$ cat src/rtl/pipe_stage_elastic.sv
`default_nettype none
// ============================================================================
//  Module      : pipe_stage_elastic
//  Description : Elastic pipeline register for any inter-stage boundary.
//                The payload is split into a control field, forced to zero
//                whenever no valid payload is presented, and a data field
//                that simply holds when the stage empties or is flushed.
//                A 2-entry skid buffer (main + skid) decouples in_ready from
//                out_ready so there is no combinational ready path through
//                the stage.
//                Optional feature macro: PIPE_STAT_EN
//                  defined   -> saturating stall/bubble counters
//                  undefined -> stall_cnt / bubble_cnt tied to zero
//  Revision    : 1.0 - initial release
// ============================================================================
module pipe_stage_elastic #(
    parameter int CTRL_W = 12,
    parameter int DATA_W = 160,
    parameter int CNT_W  = 32
) (
    input  logic              clk,
    input  logic              reset,
    input  logic              flush,
    input  logic              in_valid,
    output logic              in_ready,
    input  logic [CTRL_W-1:0] in_ctrl,
    input  logic [DATA_W-1:0] in_data,
    output logic              out_valid,
    input  logic              out_ready,
    output logic [CTRL_W-1:0] out_ctrl,
    output logic [DATA_W-1:0] out_data,
    output logic [1:0]        occupancy,
    output logic [CNT_W-1:0]  stall_cnt,
    output logic [CNT_W-1:0]  bubble_cnt
);

    // ------------------------------------------------------------------------
    // State encoding: bit 0 is the main-entry valid bit, bit 1 is the
    // skid-entry valid bit. The combination skid-only (2'b10) is unreachable.
    // ------------------------------------------------------------------------
    typedef enum logic [1:0] {
        ST_EMPTY = 2'b00,
        ST_ONE   = 2'b01,
        ST_FULL  = 2'b11
    } state_t;

    localparam logic [1:0] c_OCC_EMPTY = 2'd0;
    localparam logic [1:0] c_OCC_ONE   = 2'd1;
    localparam logic [1:0] c_OCC_FULL  = 2'd2;

    state_t             r_state;
    state_t             w_state_nxt;

    logic [CTRL_W-1:0]  r_m_ctrl;
    logic [DATA_W-1:0]  r_m_data;
    logic [CTRL_W-1:0]  r_s_ctrl;
    logic [DATA_W-1:0]  r_s_data;
    logic [1:0]         r_occupancy;

    logic               w_m_valid;
    logic               w_s_valid;
    logic               w_accept;
    logic               w_pop;

    // Register-load controls produced by the next-state logic
    logic               w_load_main_in;
    logic               w_load_main_skid;
    logic               w_load_skid_in;
    logic               w_clr_main_ctrl;
    logic               w_clr_skid_ctrl;
    logic [1:0]         w_occupancy_nxt;

    assign w_m_valid = r_state[0];
    assign w_s_valid = r_state[1];

    // Ready is a pure function of the registered skid valid bit, so upstream
    // never sees a combinational dependency on out_ready or flush.
    assign in_ready  = ~w_s_valid;
    assign out_valid = w_m_valid;
    assign out_ctrl  = r_m_ctrl;
    assign out_data  = r_m_data;
    assign occupancy = r_occupancy;

    assign w_accept  = in_valid & in_ready;
    assign w_pop     = w_m_valid & out_ready;

    // Next-state and register-load decode; flush overrides every handshake.
    always_comb begin
        w_state_nxt      = r_state;
        w_load_main_in   = 1'b0;
        w_load_main_skid = 1'b0;
        w_load_skid_in   = 1'b0;
        w_clr_main_ctrl  = 1'b0;
        w_clr_skid_ctrl  = 1'b0;

        case (r_state)
            ST_EMPTY: begin
                if (w_accept) begin
                    w_load_main_in = 1'b1;
                    w_state_nxt    = ST_ONE;
                end
            end
            ST_ONE: begin
                if (w_accept && w_pop) begin
                    // Full throughput: the popped main entry is replaced.
                    w_load_main_in = 1'b1;
                end else if (w_accept) begin
                    // Downstream stalled: park the new payload in the skid.
                    w_load_skid_in = 1'b1;
                    w_state_nxt    = ST_FULL;
                end else if (w_pop) begin
                    // Going empty: zero ctrl so the bubble reads as a NOP.
                    w_clr_main_ctrl = 1'b1;
                    w_state_nxt     = ST_EMPTY;
                end
            end
            ST_FULL: begin
                // in_ready is low here, so only a pop can occur.
                if (w_pop) begin
                    w_load_main_skid = 1'b1;
                    w_clr_skid_ctrl  = 1'b1;
                    w_state_nxt      = ST_ONE;
                end
            end
            default: begin
                w_state_nxt = ST_EMPTY;
            end
        endcase

        if (flush) begin
            // Discard both entries; data registers keep their value to avoid
            // needless toggling, only the control fields are cleared.
            w_state_nxt      = ST_EMPTY;
            w_load_main_in   = 1'b0;
            w_load_main_skid = 1'b0;
            w_load_skid_in   = 1'b0;
            w_clr_main_ctrl  = 1'b1;
            w_clr_skid_ctrl  = 1'b1;
        end
    end

    // Occupancy is derived from the next state so it is itself a flop output.
    always_comb begin
        w_occupancy_nxt = c_OCC_EMPTY;
        case (w_state_nxt)
            ST_EMPTY: w_occupancy_nxt = c_OCC_EMPTY;
            ST_ONE:   w_occupancy_nxt = c_OCC_ONE;
            ST_FULL:  w_occupancy_nxt = c_OCC_FULL;
            default:  w_occupancy_nxt = c_OCC_EMPTY;
        endcase
    end

    // State and occupancy registers.
    always_ff @(posedge clk or posedge reset) begin
        if (reset) begin
            r_state     <= ST_EMPTY;
            r_occupancy <= c_OCC_EMPTY;
        end else begin
            r_state     <= w_state_nxt;
            r_occupancy <= w_occupancy_nxt;
        end
    end

    // Main-entry control field: cleared on empty/flush, loaded from input or skid.
    always_ff @(posedge clk or posedge reset) begin
        if (reset) begin
            r_m_ctrl <= '0;
        end else if (w_clr_main_ctrl) begin
            r_m_ctrl <= '0;
        end else if (w_load_main_in) begin
            r_m_ctrl <= in_ctrl;
        end else if (w_load_main_skid) begin
            r_m_ctrl <= r_s_ctrl;
        end
    end

    // Main-entry data field: written only on a real transfer, otherwise held.
    always_ff @(posedge clk or posedge reset) begin
        if (reset) begin
            r_m_data <= '0;
        end else if (w_load_main_in) begin
            r_m_data <= in_data;
        end else if (w_load_main_skid) begin
            r_m_data <= r_s_data;
        end
    end

    // Skid-entry control field: cleared when drained or flushed.
    always_ff @(posedge clk or posedge reset) begin
        if (reset) begin
            r_s_ctrl <= '0;
        end else if (w_clr_skid_ctrl) begin
            r_s_ctrl <= '0;
        end else if (w_load_skid_in) begin
            r_s_ctrl <= in_ctrl;
        end
    end

    // Skid-entry data field: captured only when the stage goes FULL.
    always_ff @(posedge clk or posedge reset) begin
        if (reset) begin
            r_s_data <= '0;
        end else if (w_load_skid_in) begin
            r_s_data <= in_data;
        end
    end

`ifdef PIPE_STAT_EN
    localparam logic [CNT_W-1:0] c_CNT_MAX = '1;
    localparam logic [CNT_W-1:0] c_CNT_ONE = CNT_W'(1);

    logic [CNT_W-1:0] r_stall_cnt;
    logic [CNT_W-1:0] r_bubble_cnt;

    // Saturating stall counter; flush does not clear it, the flush cycle
    // itself is classified by the pre-flush out_valid/out_ready.
    always_ff @(posedge clk or posedge reset) begin
        if (reset) begin
            r_stall_cnt <= '0;
        end else if (w_m_valid && !out_ready && (r_stall_cnt != c_CNT_MAX)) begin
            r_stall_cnt <= r_stall_cnt + c_CNT_ONE;
        end
    end

    // Saturating bubble counter for every cycle without a valid output.
    always_ff @(posedge clk or posedge reset) begin
        if (reset) begin
            r_bubble_cnt <= '0;
        end else if (!w_m_valid && (r_bubble_cnt != c_CNT_MAX)) begin
            r_bubble_cnt <= r_bubble_cnt + c_CNT_ONE;
        end
    end

    assign stall_cnt  = r_stall_cnt;
    assign bubble_cnt = r_bubble_cnt;
`else
    // Statistics disabled: ports kept for interface stability.
    assign stall_cnt  = '0;
    assign bubble_cnt = '0;
`endif

endmodule
`default_nettype wire
$ cat config.mk
export PLATFORM = sky130hd
export DESIGN_NAME = pipe_stage_elastic
export DESIGN_NICKNAME = d
export VERILOG_FILES = /design/src/rtl/pipe_stage_elastic.sv
export SDC_FILE = /design/constraint.sdc
export NUM_CORES = 1
export LEC_CHECK = 0
export BUFFER_PORTS_ARGS = -buffer_cell sky130_fd_sc_hd__buf_2
export CORE_MARGIN = 2
export CORE_UTILIZATION = 45
export DETAILED_ROUTE_END_ITERATION = 7
export PLACE_DENSITY = 0.71
export SETUP_SLACK_MARGIN = 0.2
export SLEW_MARGIN = 20
export SYNTH_ARGS = -nofsm -noshare
export SYNTH_HDL_FRONTEND = slang
export SYNTH_SLANG_ARGS = --single-unit
$ cat constraint.sdc
create_clock -name clk -period 19.8 [get_ports clk]
set_input_delay 2.97 -clock clk [delete_from_list [all_inputs] [get_ports clk]]
set_output_delay 2.97 -clock clk [all_outputs]
set_load 0.02 [all_outputs]
== Yosys cells after proc, flatten, opt, wreduce, memory -nomap -nowiden ==
Cells that the tools add are included.
Storage, ports and cells
  bits in registers: 348
  bits of input ports: 177
  output and inout bits: 240
  word-level logic and storage cells: 48
Operators by class
  eq/ne operators: 4
  muxes and demuxes: 30
  bitwise operators: 3
  reduce and logical (&&, ||, !) cells: 5
Operator list (number)
  2-to-1 mux 160 bit: 2
  2-to-1 mux 12 bit: 5
  2-to-1 mux 1 bit: 14
  2-to-1 mux 2 bit: 6
  one-hot mux 2 bit (3 select lines): 1
  == test 2 x 1 -> 1 bit, second input constant: 2
  == test 2 bit, second input constant: 2
  one-hot mux 2 bit (2 select lines): 1
  nonzero test 2 bit: 2
  nonzero test 3 bit: 1
  bitwise AND 1 bit: 2
  logical NOT 2 bit: 1
  one-hot mux 1 bit (2 select lines): 1
  logical AND 1 bit: 1
  NOT 1 bit: 1

== Longest topological paths before layout ==
Gate-level depths: netlist (run 1).
  word-level depth: 8
  depth in mapped cells: 8
  gate-level depth less buffers: 3

== Worst setup path before layout (run 1) ==
No wires, ideal clock.
  path type: input-to-reg
  start: input port out_ready
  end: register r_m_data[10], in the netlist out_data[10]
  setup time: 0.092 ns
  data arrival time: 4.430 ns
  data required time: 19.708 ns
  setup slack: 15.279 ns
  stages: 8
  buffers on the path: 5
  path through: buf_2 nor2b_1 buf_6 or4_4 buf_6 buf_6 buf_6 o31ai_2
On the way
  cells in the longest elaborated chain, start to end: 6
  elaborated cells between the ends (all ways): 10
  those cells by class: mux: 7; bitwise: 1; reduce/logical: 2
RTL lines
  from (decl): RTL line 29  | input logic out_ready,
  bitwise AND 1 bit *: RTL line 85  | assign w_pop = w_m_valid & out_ready;
  logical AND 1 bit: RTL line 104  | if (w_accept && w_pop) begin
  2-to-1 mux 1 bit: RTL line 104
  one-hot mux 1 bit (2 select lines): RTL line 96  | case (r_state)
  2-to-1 mux 1 bit: RTL line 130  | if (flush) begin
  2-to-1 mux 160 bit / nonzero test 2 bit (equally long branches)
  to (signal assigned): RTL line 182  | r_m_data <= in_data;
  to (signal assigned): RTL line 184  | r_m_data <= r_s_data;
  to (decl): RTL line 55  | logic [DATA_W-1:0] r_m_data;
Mark *: on every way between the ends. The rest lies on a longest branch, timed or not.
A chain may end at the register's enable or synchronous reset.

== Worst setup path after layout (run 1) ==
  start: input port flush
  end: register r_s_data[28]
On the way
  cells in the longest elaborated chain, start to end: 1
RTL lines
  from (decl): RTL line 23  | input logic flush,
  2-to-1 mux 1 bit: RTL line 130
  to (signal assigned): RTL line 204  | r_s_data <= in_data;
  to (decl): RTL line 57  | logic [DATA_W-1:0] r_s_data;
No other way between the ends.

==> results of run 1 <==
where the power goes:
| part | switching, uW | total, uW | leakage, uW | internal [uW] |
|---|---|---|---|---|
| Sequential | 86.6 | 961 | 0.00437 | 874 |
| Clock | 300 | 728 | 0.000644 | 428 |
| Combinational | 323 | 541 | 0.00385 | 218 |
| Total | 709 | 2230 | 0.00887 | 1520 |
synthesized netlist by cell type (8+ instances only):
| cell | instances | area share, % |
|---|---|---|
| o2bb2ai_1 | 12 | 0.64 |
| clkbuf_1 | 138 | 3.2 |
| dfrtp_1 | 348 | 53 |
| a32o_1 | 12 | 0.73 |
| mux2_2 | 160 | 11 |
| buf_2 | 12 | 0.37 |
| o41ai_1 | 160 | 8.6 |
| buf_1 | 8 | 0.18 |
| mux2i_1 | 12 | 0.73 |
| o31ai_2 | 31 | 2.4 |
| nor2_1 | 161 | 3.7 |
| buf_6 | 10 | 0.69 |
| buf_4 | 64 | 2.9 |
| a21oi_1 | 162 | 4.9 |
| o31ai_1 | 129 | 5.9 |
critical path, delay by kind of cell:
kind,cells,cell delay (ns)
muxes,1,0.42
buffers and inverters,3,1.80
and+or+nand+nor,2,0.97
state kept, by name, indices dropped and copies added, names as in the netlist:
| register | flops |
|---|---|
| out_ctrl | 12 |
| r_state | 2 |
| r_s_data | 160 |
| r_s_ctrl | 12 |
| out_data | 160 |
| occupancy | 2 |
area by class of cell:
class                           instances  area [sq um]  share of cell area, %
Inverter                                4          22.5                  0.117
Timing Repair Buffer                  372          1940                   10.1
Sequential cell                       348          8710                   45.1
Tap cell                              461           577                   2.99
Clock inverter                         14           111                  0.576
Clock buffer                           58          1180                   6.11
Antenna cell                           15          37.5                  0.194
Multi-Input combinational cell        924          6740                   34.9
how the worst max path moves through the flow:
| stage | startpoint | end | slack, ns | depth (start not counted) |
|---|---|---|---|---|
| after floorplan | reset | occupancy[0] | 7.18 | 1 |
| after global placement | flush | r_s_data[25] | 13.40 | 6 |
| final | flush | r_s_data[28] | 13.86 | 6 |
| after global routing | flush | r_s_data[46] | 13.70 | 6 |
| after detailed placement | flush | r_s_data[35] | 13.32 | 6 |
| after CTS | flush | r_s_data[28] | 13.90 | 6 |
cells by family after synthesis:
kind of cell | synth area share, %
compound gates | 23.3
buf+inv | 7.42
simple gates | 4.37
mux | 11.7
other cells | 0.0229
flops | 53.2
cells in the final DEF, fill, tap and decap left out, types with 12 or more instances in the layout:
cell type / synthesis / layout
o31ai_2: 31 / 31
dfrtp_1: 348 / 348
a21oi_1: 162 / 162
conb_1: 1 / 64
a32o_1: 12 / 12
buf_4: 64 / 16
diode_2: 0 / 15
o41ai_1: 160 / 160
buf_2: 12 / 351
clkbuf_16: 0 / 41
o31ai_1: 129 / 129
o2bb2ai_1: 12 / 12
nor2_1: 161 / 160
mux2_2: 160 / 160
mux2i_1: 12 / 12
stage by stage:
step	hold slack [ns]	power [uW]	util, %	setup slack, ns	area, sq um
2_1_floorplan	0.480	1330	-	7.18	16600
3_3_place_gp	0.475	1490	50.3	13.40	18000
3_5_place_dp	0.478	1510	50.3	13.32	18000
4_1_cts	0.496	2240	53.9	13.90	19300
5_1_grt	0.511	2330	54.0	13.70	19300
6_report	0.496	2230	54.1	13.86	19300
per-layer routing:
layer	vias to the layer above	GRT usage, %	routed length, um
li1	5862	-	-
met2	593	39.1	23200
met3	106	4.82	3270
met5	-	0	47
met4	8	9.92	1700
met1	6815	33.1	20100
==> flow_summary.json, run 1 <==
{
  "max-clock-path-buffers": 3,
  "worst_pin_slew_ns": 1.10,
  "detail_route.iter0.violations": 1030,
  "holdCritStartpoint": "out_data[46]",
  "fill_cells": 3082,
  "clk_pin_slew_worst_paths_ns": 0.06,
  "post_layout_nonfiller_instances": 2196,
  "kind_of_end_point_of_the_critical_path": "flip-flop",
  "number_of_global_route_vias_before_repair": 13000,
  "relSlewSlack_pct": 26.4,
  "tns_ns": 0,
  "wirelength_mm": 48.3,
  "ctsResizeCount": 0,
  "gp_routability_congestion": 0.790,
  "synth.yosys.seq_area_share_pct": 53.2,
  "timing_max_transition_violations_final": 0,
  "cp-start-kind": "primary input",
  "synth.avg_cell_area_sq_um": 11.3,
  "syn_area_sq_um": 16400,
  "placed_instances": 2109,
  "worstSkewPairLatency_ns": 0.53,
  "crit_fanout": 70,
  "synth.ff_latch_count": 348,
  "fp-row-count": 69,
  "tritoncts_clock_tree": "done",
  "r2r_slack_ns": 16.01,
  "route.detailed.wl_per_inst_um": 22.0,
  "cts_root_buf": "clkbuf_16",
  "final_hold_viol_count": 0,
  "syn-instance-count": 1445,
  "cts_setup_buffers": 0,
  "avgViaCountPerCell": 6.09,
  "clkSinkCount": 348,
  "leakage_uw": 0.00887,
  "die_h_um": 195,
  "io_pins": 417,
  "core_sq_um": 35700,
  "flow.area_growth_from_synthesis_pct": 17.9,
  "max_freq_mhz": 168,
  "timing.final.crit_share_pct": 30.0,
  "timing.hold.worst_path_depth": 2,
  "cts_buffers": 40,
  "critPathArrivalTime_ns": 6.35,
  "initial_core_util_pct": 45.8,
  "synth.distinct_cells": 28,
  "fp.dieArea_sq_um": 38000,
  "maxCapViolCount": 0,
  "most_prevalent_standard_cell_on_the_critical_path": "buf_4",
  "worst_r2r_startpoint": "r_state[0]",
  "timing.critical_path.slowest_cell_delay_ns": 0.88,
  "layout-drive-gt1-share_pct": 37.0,
  "drc": 0,
  "timing_worst_setup_path_type": "primary input to flip-flop",
  "post-dp-hpwl_mm": 27.7,
  "cell_chain_critical_path": "buf_6 -> buf_4 -> nor2b_1 -> nand2_4 -> buf_4 -> mux2_2",
  "synthesis.yosys.warnings": 0,
  "grt_remaining_overflow": 0,
  "route.vias.total": 13400,
  "crit-reg2reg-capture": "out_data[134]",
  "grt_pass1_wl_mm": 75.1,
  "critical_path_required_ns": 20.21,
  "grt_util_all_layers_pct": 24.5,
  "grt_setup_unrepaired": "no",
  "cts_max_level": 2,
  "synth_top_flop_cell": "dfrtp_1",
  "finalClockSkew_ns": 0.0126,
  "largest_net_degree_at_the_start_of_global_routing": 120,
  "power-per-cell-area_nw_per_um2": 115,
  "vdd_drop_max_uv": 76.7,
  "detail-route-antenna-nets": 0,
  "synth-edff-count": 0,
  "minimum_clock_period_after_layout_ns": 5.94,
  "run_status": "finished clean",
  "timing.final.setup_violations": 0,
  "antenna_found_initial": 17,
  "ys_async_sr_fraction_pct": 100,
  "cts_hold_repair.buffers": 0,
  "hold_path.class": "flip-flop to flip-flop",
  "worst_hold_path_endpoint": "out_data[46]",
  "ff2ff_path_depth": 5,
  "die_w_um": 195,
  "slowest_stage": "buf_4",
  "port_bufs": 352,
  "final_nets": 1867,
  "drtPass1Iterations": 4
}
Power figures use the tool's default switching activity.
==> run 2, diff against run 1 <==
Settings changed: ABC_AREA set to 1, PLACE_DENSITY 0.71 to 0.74.
Clock period 19.8 ns to 4.9 ns, I/O delays scaled along.
==> flow_summary.json, run 2 <==
{
  "cts_setup_buffers": 0,
  "netlist_top_cells_area": "dfrtp_1 (54%), nand2_1 (21%), inv_1 (7.6%)",
  "cp-start-kind": "flip-flop",
  "relSlewSlack_pct": 26.4,
  "most_prevalent_standard_cell_on_the_critical_path": "nand2_1",
  "post-dp-hpwl_mm": 26.4,
  "timing.critical_path.max_delay_family": "buffers and inverters",
  "totalPowerFinal_uw": 8730,
  "die_h_um": 194,
  "crit_fanout": 85,
  "worstPathBufferInverterCount": 2,
  "post-route-util_pct": 54.1,
  "timing_max_transition_violations_final": 0,
  "avgViaCountPerCell": 4.82,
  "critPathArrivalTime_ns": 3.01,
  "grt_setup_unrepaired": "no",
  "detail_route.iter0.violations": 894,
  "run_status": "finished clean",
  "flow.area_growth_from_synthesis_pct": 18.4,
  "multi_input_comb_area_sq_um": 5440,
  "syn-instance-count": 2104,
  "antenna_found_initial": 6,
  "number_of_global_route_vias_before_repair": 13800,
  "cts_root_buf": "clkbuf_16",
  "cts_buffers": 39,
  "synthTopCellsByCount": "nand2_1 (887), dfrtp_1 (348), inv_1 (327), nand3_1 (174), o21ai_1 (136)",
  "stdcell_area_sq_um": 19200,
  "syn_area_sq_um": 16200,
  "leakage_uw": 0.0110,
  "finalClockSkew_ns": 0.0138,
  "ctsResizeCount": 0,
  "synth.distinct_cells": 19,
  "clkSinkCount": 348,
  "vdd_drop_max_uv": 285,
  "timing_worst_setup_path_type": "flip-flop to flip-flop",
  "timing.hold.ws_ns": 0.220,
  "port_bufs": 352,
  "grt_remaining_overflow": 0,
  "cell_chain_critical_path": "nor2_4 -> nand2_2 -> inv_4 -> buf_12 -> nand2_1 -> nand3_1 -> nand2_1",
  "crit-reg2reg-capture": "out_data[141]",
  "timing.critical_path.slowest_cell_delay_ns": 0.65,
  "timing.final.crit_share_pct": 53.3,
  "max_freq_mhz": 383,
  "gp_routability_congestion": 0.805,
  "core_sq_um": 35600,
  "placedInstanceArea_sq_um": 17900,
  "drc": 0,
  "fp.dieArea_sq_um": 37600,
  "power-per-cell-area_nw_per_um2": 454,
  "ff2ff_path_depth": 7,
  "synth_top_flop_cell": "dfrtp_1",
  "largest_net_degree_at_the_start_of_global_routing": 158,
  "ys_async_sr_fraction_pct": 100,
  "clk_pin_slew_worst_paths_ns": 0.06,
  "cts_max_level": 2,
  "synth_top_area_share_pct": 53.6,
  "worst_case_setup_margin_in_the_final_layout_ns": 2.29,
  "timing.final.setup_violations": 0,
  "worst_r2r_startpoint": "r_state[1]",
  "hold_path.class": "primary input to asynchronous set/reset pin",
  "layout.cells.most_common_list": "nand2_1 (887), buf_2 (352), dfrtp_1 (348)",
  "synth.ff_latch_count": 348,
  "r2r_slack_ns": 2.29,
  "mostFrequentLayoutCell": "nand2_1",
  "synth-edff-count": 0,
  "critical_path_required_ns": 5.30,
  "tritoncts_clock_tree": "done",
  "layout-drive-gt1-share_pct": 18.0,
  "fill_cells": 3337,
  "io_pins": 417,
  "post-place-ws_ns": 1.86,
  "grt_pass1_wl_mm": 68.6,
  "slowest_stage": "inv_4",
  "drtPass1Iterations": 7,
  "final_hold_viol_count": 0,
  "wirelength_mm": 41.3,
  "synth.yosys.seq_area_share_pct": 53.6,
  "worst_pin_slew_ns": 1.10,
  "final_nets": 2574,
  "minimum_clock_period_after_layout_ns": 2.61,
  "synthesis.yosys.warnings": 0,
  "max-clock-path-buffers": 3,
  "initial_core_util_pct": 45.7,
  "route.detailed.wl_per_inst_um": 14.3,
  "worstSkewPairLatency_ns": 0.53,
  "kind_of_end_point_of_the_critical_path": "flip-flop",
  "sequential_cell_area_sq_um": 8710,
  "post-synth-top-count-cell": "nand2_1",
  "maxCapViolCount": 0,
  "detail-route-antenna-nets": 0,
  "cts_hold_repair.buffers": 0,
  "grt_util_all_layers_pct": 22.0,
  "die_w_um": 194,
  "route.vias.total": 13900,
  "fp-row-count": 69,
  "synth.avg_cell_area_sq_um": 7.72,
  "post-synth-top-area-cell": "dfrtp_1"
}
-- run 2: layout make-up --
class / count / share of cell area (%)
inverters: 329 / 6.45
clock inverters: 10 / 0.677
well taps: 461 / 3.00
diodes: 4 / 0.0520
multi-input cells: 1312 / 28.3
repair buffers: 367 / 10.2
clock buffers: 56 / 6.04
flip-flops and latches: 348 / 45.3
-- run 2: where the power goes --
part,internal (uW),total (uW),switching [uW]
sequential,3520,3790,279
clock,1800,2950,1150
combinational,668,1990,1320
-- run 2: worst max-delay path by stage --
stage	start	to	depth (start not counted)
floorplan	reset	occupancy[0]	1
global placement	in_valid	out_data[141]	9
detailed placement	in_valid	out_data[141]	9
CTS	r_state[1]	out_data[141]	7
global route	r_state[1]	out_data[141]	7
finish	r_state[1]	out_data[141]	7
-- run 2: worst reg2reg max path, stage by stage (launching register included) --
cell and delay (ns):
dfrtp_1 0.45, nor2_4 0.36, nand2_2 0.16, inv_4 0.65, buf_12 0.48, nand2_1 0.17
nand3_1 0.14, nand2_1 0.08
-- run 2: cells by family after synthesis --
group,Yosys count,share of synthesized area (%)
compound gates,164,5.05
other cells,1,0.0231
simple gates,1084,26.8
buf+inv,507,14.5
flops,348,53.6
-- run 2: layer usage --
metal / global-route usage, % / vias to the layer above / part of all wire [%] / wire length [um]
met5: 0 / - / 0.092 / 38
met4: 6.14 / 6 / 1.8 / 734
met3: 4.75 / 60 / 7.4 / 3060
met2: 36.2 / 455 / 47 / 19500
met1: 29.3 / 6634 / 43 / 17900
li1: - / 6771 / - / -
-- run 2: metrics by stage --
stage / TNS [ns] / instances
6_report: 0 / 2887
5_1_grt: 0 / 2886
4_1_cts: 0 / 2883
3_5_place_dp: 0 / 2817
3_3_place_gp: 0 / 2817
2_1_floorplan: -171.72 / 2167
